[src/rtl/booth_mul_seq_if.sv]
// Request/result and shared-adder signals of the sequential Booth multiplier.
// The slave side is the multiplier; the master side is its requester plus the external CLA.
interface booth_mul_seq_if;
  logic        start;
  logic [31:0] mcand;
  logic [31:0] mplier;
  logic [31:0] add_a;
  logic [31:0] add_b;
  logic        add_cin;
  logic [31:0] add_s;
  logic        add_cout;
  logic        busy;
  logic        done;
  logic [31:0] hi;
  logic [31:0] lo;

  modport master (
    output start, mcand, mplier, add_s, add_cout,
    input  add_a, add_b, add_cin, busy, done, hi, lo
  );

  modport slave (
    input  start, mcand, mplier, add_s, add_cout,
    output add_a, add_b, add_cin, busy, done, hi, lo
  );
endinterface

[src/rtl/booth_mul_seq.sv]
// Radix-2 Booth signed 32x32 multiplier, one step per cycle over 32 cycles.
// Add/subtract of the partial product is done on a shared external CLA.
module booth_mul_seq (
  input  logic           clk,
  input  logic           rst_n,
  booth_mul_seq_if.slave bus
);
  typedef enum logic [1:0] {StIdle, StRun, StDone} state_e;

  state_e      state_q, state_d;
  logic [31:0] m_q, q_q, a_q, hi_q, lo_q;
  logic        q1_q;
  logic [4:0]  step_q;
  logic [32:0] ext_sum;
  logic [31:0] a_next, q_next;

  always_comb begin
    state_d = state_q;
    case (state_q)
      StIdle:  if (bus.start) state_d = StRun;
      StRun:   if (step_q == 5'd31) state_d = StDone;
      StDone:  state_d = StIdle;
      default: state_d = StIdle;
    endcase
  end

  // Booth recoding of {Q[0], q_1}: 01 adds M, 10 subtracts M via ~M + 1.
  always_comb begin
    bus.add_a   = '0;
    bus.add_b   = '0;
    bus.add_cin = 1'b0;
    if (state_q == StRun) begin
      bus.add_a = a_q;
      case ({q_q[0], q1_q})
        2'b01: bus.add_b = m_q;
        2'b10: begin
          bus.add_b   = ~m_q;
          bus.add_cin = 1'b1;
        end
        default: bus.add_b = '0;
      endcase
    end
  end

  // Recovered sign bit keeps the 33-bit sum exact, e.g. when M = 0x80000000.
  assign ext_sum = {bus.add_a[31] ^ bus.add_b[31] ^ bus.add_cout, bus.add_s};
  assign a_next  = ext_sum[32:1];
  assign q_next  = {ext_sum[0], q_q[31:1]};

  always_ff @(posedge clk or negedge rst_n) begin
    if (!rst_n) begin
      state_q <= StIdle;
      m_q     <= '0;
      q_q     <= '0;
      a_q     <= '0;
      q1_q    <= 1'b0;
      step_q  <= '0;
      hi_q    <= '0;
      lo_q    <= '0;
    end else begin
      state_q <= state_d;
      case (state_q)
        StIdle: begin
          if (bus.start) begin
            m_q    <= bus.mcand;
            q_q    <= bus.mplier;
            a_q    <= '0;
            q1_q   <= 1'b0;
            step_q <= '0;
          end
        end
        StRun: begin
          a_q    <= a_next;
          q_q    <= q_next;
          q1_q   <= q_q[0];
          step_q <= step_q + 5'd1;
          if (step_q == 5'd31) begin
            hi_q <= a_next;
            lo_q <= q_next;
          end
        end
        default: ;
      endcase
    end
  end

  assign bus.busy = (state_q == StRun);
  assign bus.done = (state_q == StDone);
  assign bus.hi   = hi_q;
  assign bus.lo   = lo_q;
endmodule

[src/flat_wrapper.sv]
// flat-port wrapper written by rule: the top's interface ports become plain ports
module booth_mul_seq_flat 
  (clk, rst_n, bus_start, bus_mcand, bus_mplier, bus_add_s, bus_add_cout, bus_add_a, bus_add_b, bus_add_cin, bus_busy, bus_done, bus_hi, bus_lo);
  booth_mul_seq_if bus_i ();
  input  logic clk;
  input  logic rst_n;
  input wire logic [$bits(bus_i.start)-1:0] bus_start;
  input wire logic [$bits(bus_i.mcand)-1:0] bus_mcand;
  input wire logic [$bits(bus_i.mplier)-1:0] bus_mplier;
  input wire logic [$bits(bus_i.add_s)-1:0] bus_add_s;
  input wire logic [$bits(bus_i.add_cout)-1:0] bus_add_cout;
  output wire logic [$bits(bus_i.add_a)-1:0] bus_add_a;
  output wire logic [$bits(bus_i.add_b)-1:0] bus_add_b;
  output wire logic [$bits(bus_i.add_cin)-1:0] bus_add_cin;
  output wire logic [$bits(bus_i.busy)-1:0] bus_busy;
  output wire logic [$bits(bus_i.done)-1:0] bus_done;
  output wire logic [$bits(bus_i.hi)-1:0] bus_hi;
  output wire logic [$bits(bus_i.lo)-1:0] bus_lo;
  assign bus_i.start = bus_start;
  assign bus_i.mcand = bus_mcand;
  assign bus_i.mplier = bus_mplier;
  assign bus_i.add_s = bus_add_s;
  assign bus_i.add_cout = bus_add_cout;
  assign bus_add_a = bus_i.add_a;
  assign bus_add_b = bus_i.add_b;
  assign bus_add_cin = bus_i.add_cin;
  assign bus_busy = bus_i.busy;
  assign bus_done = bus_i.done;
  assign bus_hi = bus_i.hi;
  assign bus_lo = bus_i.lo;
  booth_mul_seq u_core (.clk(clk), .rst_n(rst_n), .bus(bus_i));
endmodule
[config.mk]
export PLATFORM = sky130hd
export DESIGN_NAME = booth_mul_seq_flat
export DESIGN_NICKNAME = d
export VERILOG_FILES = /design/src/rtl/booth_mul_seq_if.sv /design/src/rtl/booth_mul_seq.sv /design/src/flat_wrapper.sv
export SDC_FILE = /design/constraint.sdc
export NUM_CORES = 1
export LEC_CHECK = 0
export CORE_MARGIN = 1
export CORE_UTILIZATION = 42
export CTS_CLUSTER_DIAMETER = 120
export DETAILED_ROUTE_END_ITERATION = 16
export PLACE_DENSITY = 0.82
export SYNTH_ARGS = -nofsm -noshare
export SYNTH_HDL_FRONTEND = slang
export SYNTH_SLANG_ARGS = --single-unit
[constraint.sdc]
create_clock -name clk -period 1.6 [get_ports clk]
set_input_delay 0.24 -clock clk [delete_from_list [all_inputs] [get_ports clk]]
set_output_delay 0.24 -clock clk [all_outputs]
set_load 0.01 [all_outputs]
==> impl_metrics.prom <==
# TYPE chip_impl_metric gauge
chip_impl_metric{name="layout_worst_path_cycle_share",unit="%"} 126.3
chip_impl_metric{name="antenna_found_initial",unit=""} 1
chip_impl_metric{name="vdd.ir_drop.worst",unit="uV"} 1212
chip_impl_info{name="synth_most_common_cell",value="dfrtp_1"} 1
chip_impl_metric{name="die_height",unit="um"} 134.8
chip_impl_info{name="synth_area_leaders",value="dfrtp_1 (57%), mux2_2 (14%), nand2_1 (5.2%), o21ai_0 (4.5%), mux2i_1 (4.3%)"} 1
chip_impl_metric{name="p_sw",unit="uW"} 9393
chip_impl_metric{name="buffer_ports.inserted",unit=""} 230
chip_impl_metric{name="power.share.clock",unit="%"} 18.1
chip_impl_metric{name="detail_route.wl_per_cell",unit="um"} 22.08
chip_impl_metric{name="grt_use_total",unit="%"} 26.66
chip_impl_metric{name="effective_utilization_at_floorplan",unit="%"} 42.97
chip_impl_metric{name="required_time_at_the_endpoint_of_the_critical_path",unit="ns"} 1.36
chip_impl_metric{name="drt_first_pass_iters",unit=""} 5
chip_impl_metric{name="power_report.internal_total",unit="uW"} 17280
chip_impl_metric{name="number_of_flops_mapped_to_enable_cells_by_yosys",unit=""} 0
chip_impl_metric{name="detailed_place.area",unit="sq um"} 10400
chip_impl_info{name="ctsRootBufferMaster",value="clkbuf_16"} 1
chip_impl_metric{name="seq_power_share",unit="%"} 29.3
chip_impl_metric{name="dr_total_vias",unit=""} 6677
chip_impl_metric{name="p_comb_share",unit="%"} 52.6
chip_impl_metric{name="timing.setup.tns",unit="ns"} -38.17
chip_impl_metric{name="floorplan.die_area",unit="sq um"} 18170
chip_impl_metric{name="finalInstanceArea",unit="sq um"} 13330
chip_impl_metric{name="detailedPlacementHpwl",unit="mm"} 13.01
chip_impl_metric{name="synth-seq-area-share",unit="%"} 56.77
chip_impl_metric{name="drv_slew",unit=""} 0
chip_impl_metric{name="post-route-drc-count",unit=""} 0
chip_impl_metric{name="layout-area-overhead-vs-synth",unit="%"} 79.96
chip_impl_metric{name="maxSlewHeadroom",unit="%"} 68.18
chip_impl_info{name="unrepaired_setup_endpoints_after_global_routing",value="true"} 1
chip_impl_metric{name="global_route.overflow_total",unit=""} 0
chip_impl_metric{name="netSwitchingFraction",unit="%"} 35.22
chip_impl_metric{name="syn-cell-area",unit="sq um"} 7406
chip_impl_metric{name="fin_worst_skew",unit="ns"} 0.01394
chip_impl_metric{name="yosysWarnings",unit=""} 0
chip_impl_metric{name="cap_viol_max_count",unit=""} 0
chip_impl_metric{name="clock_buffer_count_from_cts",unit=""} 17
chip_impl_metric{name="finalWorstPathRequiredPeriod",unit="ns"} 2.021
chip_impl_metric{name="power-per-cell-area",unit="nW/um^2"} 2001
chip_impl_metric{name="ys_types",unit=""} 34
chip_impl_info{name="worst_setup_path_start_kind",value="flip-flop"} 1
chip_impl_metric{name="place.gp.congestion",unit=""} 0.7850
chip_impl_metric{name="timing.hold.ws",unit="ns"} 0.3131
chip_impl_metric{name="fp.dieW",unit="um"} 134.8
chip_impl_metric{name="syn_nets",unit=""} 769
chip_impl_metric{name="post_layout_nets",unit=""} 1097
chip_impl_metric{name="row_count",unit=""} 48
chip_impl_metric{name="postSynth.asyncResetShare",unit="%"} 100.0
chip_impl_metric{name="drt.antenna.violating_nets",unit=""} 0
chip_impl_metric{name="drive_above_1_share",unit="%"} 45.54
chip_impl_metric{name="avgSynthCellArea",unit="sq um"} 11.10
chip_impl_info{name="violations",value="setup timing"} 1
chip_impl_info{name="yosysTopAreaCell",value="dfrtp_1"} 1
chip_impl_metric{name="p_leak",unit="uW"} 0.006245
chip_impl_metric{name="clock_transition_at_path_regs",unit="ns"} 0.07
chip_impl_metric{name="worst-slew-pin-transition",unit="ns"} 0.4774
chip_impl_metric{name="hold_viol",unit=""} 0
chip_impl_metric{name="largest_net_degree_at_the_start_of_global_routing",unit=""} 44
chip_impl_metric{name="clock_sink_count",unit=""} 168
chip_impl_metric{name="placed_cells_incl_taps",unit=""} 1125
chip_impl_metric{name="crit_arrival",unit="ns"} 1.78
chip_impl_info{name="post_synth_most_frequent_cells",value="dfrtp_1 (168), nand2_1 (103), mux2_2 (91)"} 1
chip_impl_metric{name="routed_wl",unit="mm"} 27.25
chip_impl_info{name="min_path_type",value="input port to async pin"} 1
chip_impl_metric{name="timing.fmax",unit="MHz"} 494.8
chip_impl_metric{name="synth_top_area_share",unit="%"} 56.77
chip_impl_metric{name="setup_ws",unit="ns"} -0.4212
chip_impl_metric{name="clock_latency_of_the_later_clocked_register_in_the_worst_skew_pair",unit="ns"} 0.43
chip_impl_metric{name="crit_fanout",unit=""} 5
chip_impl_metric{name="clk_path_buf_depth",unit=""} 2
chip_impl_metric{name="drt_first_iter_violations",unit=""} 363
chip_impl_metric{name="ctsHtreeMaxLevel",unit=""} 4
chip_impl_info{name="element_type_at_the_critical_path_end",value="primary output"} 1
chip_impl_metric{name="synthesis.instances",unit=""} 667
chip_impl_metric{name="vias_per_cell",unit=""} 5.411
chip_impl_metric{name="fp.coreArea",unit="sq um"} 17240
chip_impl_info{name="worstSetupPathType",value="flip-flop to primary output"} 1
chip_impl_metric{name="ios",unit=""} 231
chip_impl_metric{name="grt_pass1_wl",unit="mm"} 36.57
chip_impl_metric{name="synth_seq_cells",unit=""} 168
chip_impl_info{name="synth_top_flop_cell",value="dfrtp_1"} 1
chip_impl_metric{name="finish.cell_count_without_fillers",unit=""} 1234
chip_impl_metric{name="grt_pass1_vias",unit=""} 6671
chip_impl_metric{name="setup_viol",unit=""} 226
chip_impl_info{name="run_status",value="complete, but fails checks"} 1
chip_impl_info{name="cts_tree",value="built"} 1
[stage by stage]
| step | setup WS [ns] | total power (uW) | utilization [%] |
|---|---|---|---|
| finish | -0.4212 | 26670 | 77.32 |
| global route | -0.4942 | 27810 | 77.31 |
| CTS | -0.3857 | 24140 | 72.20 |
| detailed placement | -0.3065 | 17080 | 60.32 |
| global placement | -0.2448 | 16760 | 60.32 |
| floorplan | -0.004824 | 11830 | - |
[flip-flops by register name, summed over array words and instances (netlist names)]
register        count
u_core.state_q      2
u_core.a_q         32
u_core.step_q       5
u_core.bus.lo      32
u_core.bus.hi      32
u_core.q1_q         1
u_core.q_q         32
u_core.m_q         32
[path summary, 6_finish.rpt]
path / start / to / slack (ns) / cells past startpoint
hold / removal: rst_n / u_core.bus.hi[4]$_DFFE_PN0P_ / 0.31 / 2
max in group asynchronous: rst_n / u_core.state_q[1]$_DFFE_PN0P_ / 0.61 / 3
setup / recovery: u_core.q1_q$_DFFE_PN0P_ / bus_add_b[14] / -0.42 / 7
hold reg to reg: u_core.bus.lo[26]$_DFFE_PN0P_ / u_core.bus.lo[26]$_DFFE_PN0P_ / 0.51 / 1
setup reg to reg: u_core.state_q[0]$_DFFE_PN0P_ / u_core.bus.hi[8]$_DFFE_PN0P_ / -0.25 / 9
min in group clk: bus_add_s[27] / u_core.a_q[26]$_DFFE_PN0P_ / 0.39 / 3
[metal layers]
| metal | vias up | track usage [%] | wire, um |
|---|---|---|---|
| met5 | - | 0 | 0 |
| met2 | 290 | 46.11 | 14250 |
| met3 | 78 | 6.982 | 1610 |
| met4 | 0 | 10.05 | 996 |
| met1 | 3400 | 31.77 | 10390 |
| li1 | 2909 | - | - |
[power groups by stage]
| stage | clock, uW | combinational, uW | sequential [uW] |
|---|---|---|---|
| floorplan | 0 | 4350 | 7480 |
| global placement | 0 | 9450 | 7310 |
| detailed placement | 0 | 9680 | 7400 |
| CTS | 4820 | 11900 | 7470 |
| global route | 5020 | 14800 | 7990 |
| finish | 4830 | 14000 | 7820 |
[critical path: stages, from the launching register on]
cell	delay [ns]
dfrtp_1	0.39
or2b_4	0.28
buf_6	0.14
buf_16	0.14
nor2_2	0.09
a21oi_1	0.06
nor2_1	0.10
buf_2	0.14
[cell type report]
cell class              count  area (sq um)
fillers                   950          3909
flip-flops and latches    168          4204
clock inverters            15         262.8
inverters                   2         17.52
multi-input cells         453          3904
clock buffers              17         425.4
diodes                      1         2.502
repair buffers            353          4230
well taps                 225         281.5
[cell families after synthesis]
logic type	count (synthesis)	synth area share, %
and+or+nand+nor	213	12.45
DFF	168	56.77
muxes	128	18.92
AOI/OAI and AO/OA	107	7.366
buffers and inverters	47	3.734
xor gates and xnor gates	2	0.4224
adders and majority gates	2	0.3378
[repair_timing]
item / 4_1_cts / 5_1_grt
endpoints found under the hold margin: 37 / 0
setup buffers: 40 / 26
gates resized for setup: 453 / 296
setup endpoints to repair: 146 / 267
cloned: 23 / 11
pin swaps: 36 / 59
hold buffers: 1 / 0
[layout by cell type, fill, tap and decap left out, drive strengths merged, types with 2 or more instances in the layout]
cell	netlist	final
nor2	67	67
clkbuf	16	27
mux2	96	96
dlymetal6s2s	0	38
nand2	104	105
mux2i	32	32
a21oi	32	32
and2	32	32
o21ai	71	71
clkdlybuf4s50	0	124
nor3b	2	2
buf	29	180
nor2b	2	2
dfrtp	168	168
clkinv	0	4
ha	2	2
inv	2	7
bufinv	0	6
(Power assumes the default switching activity.)
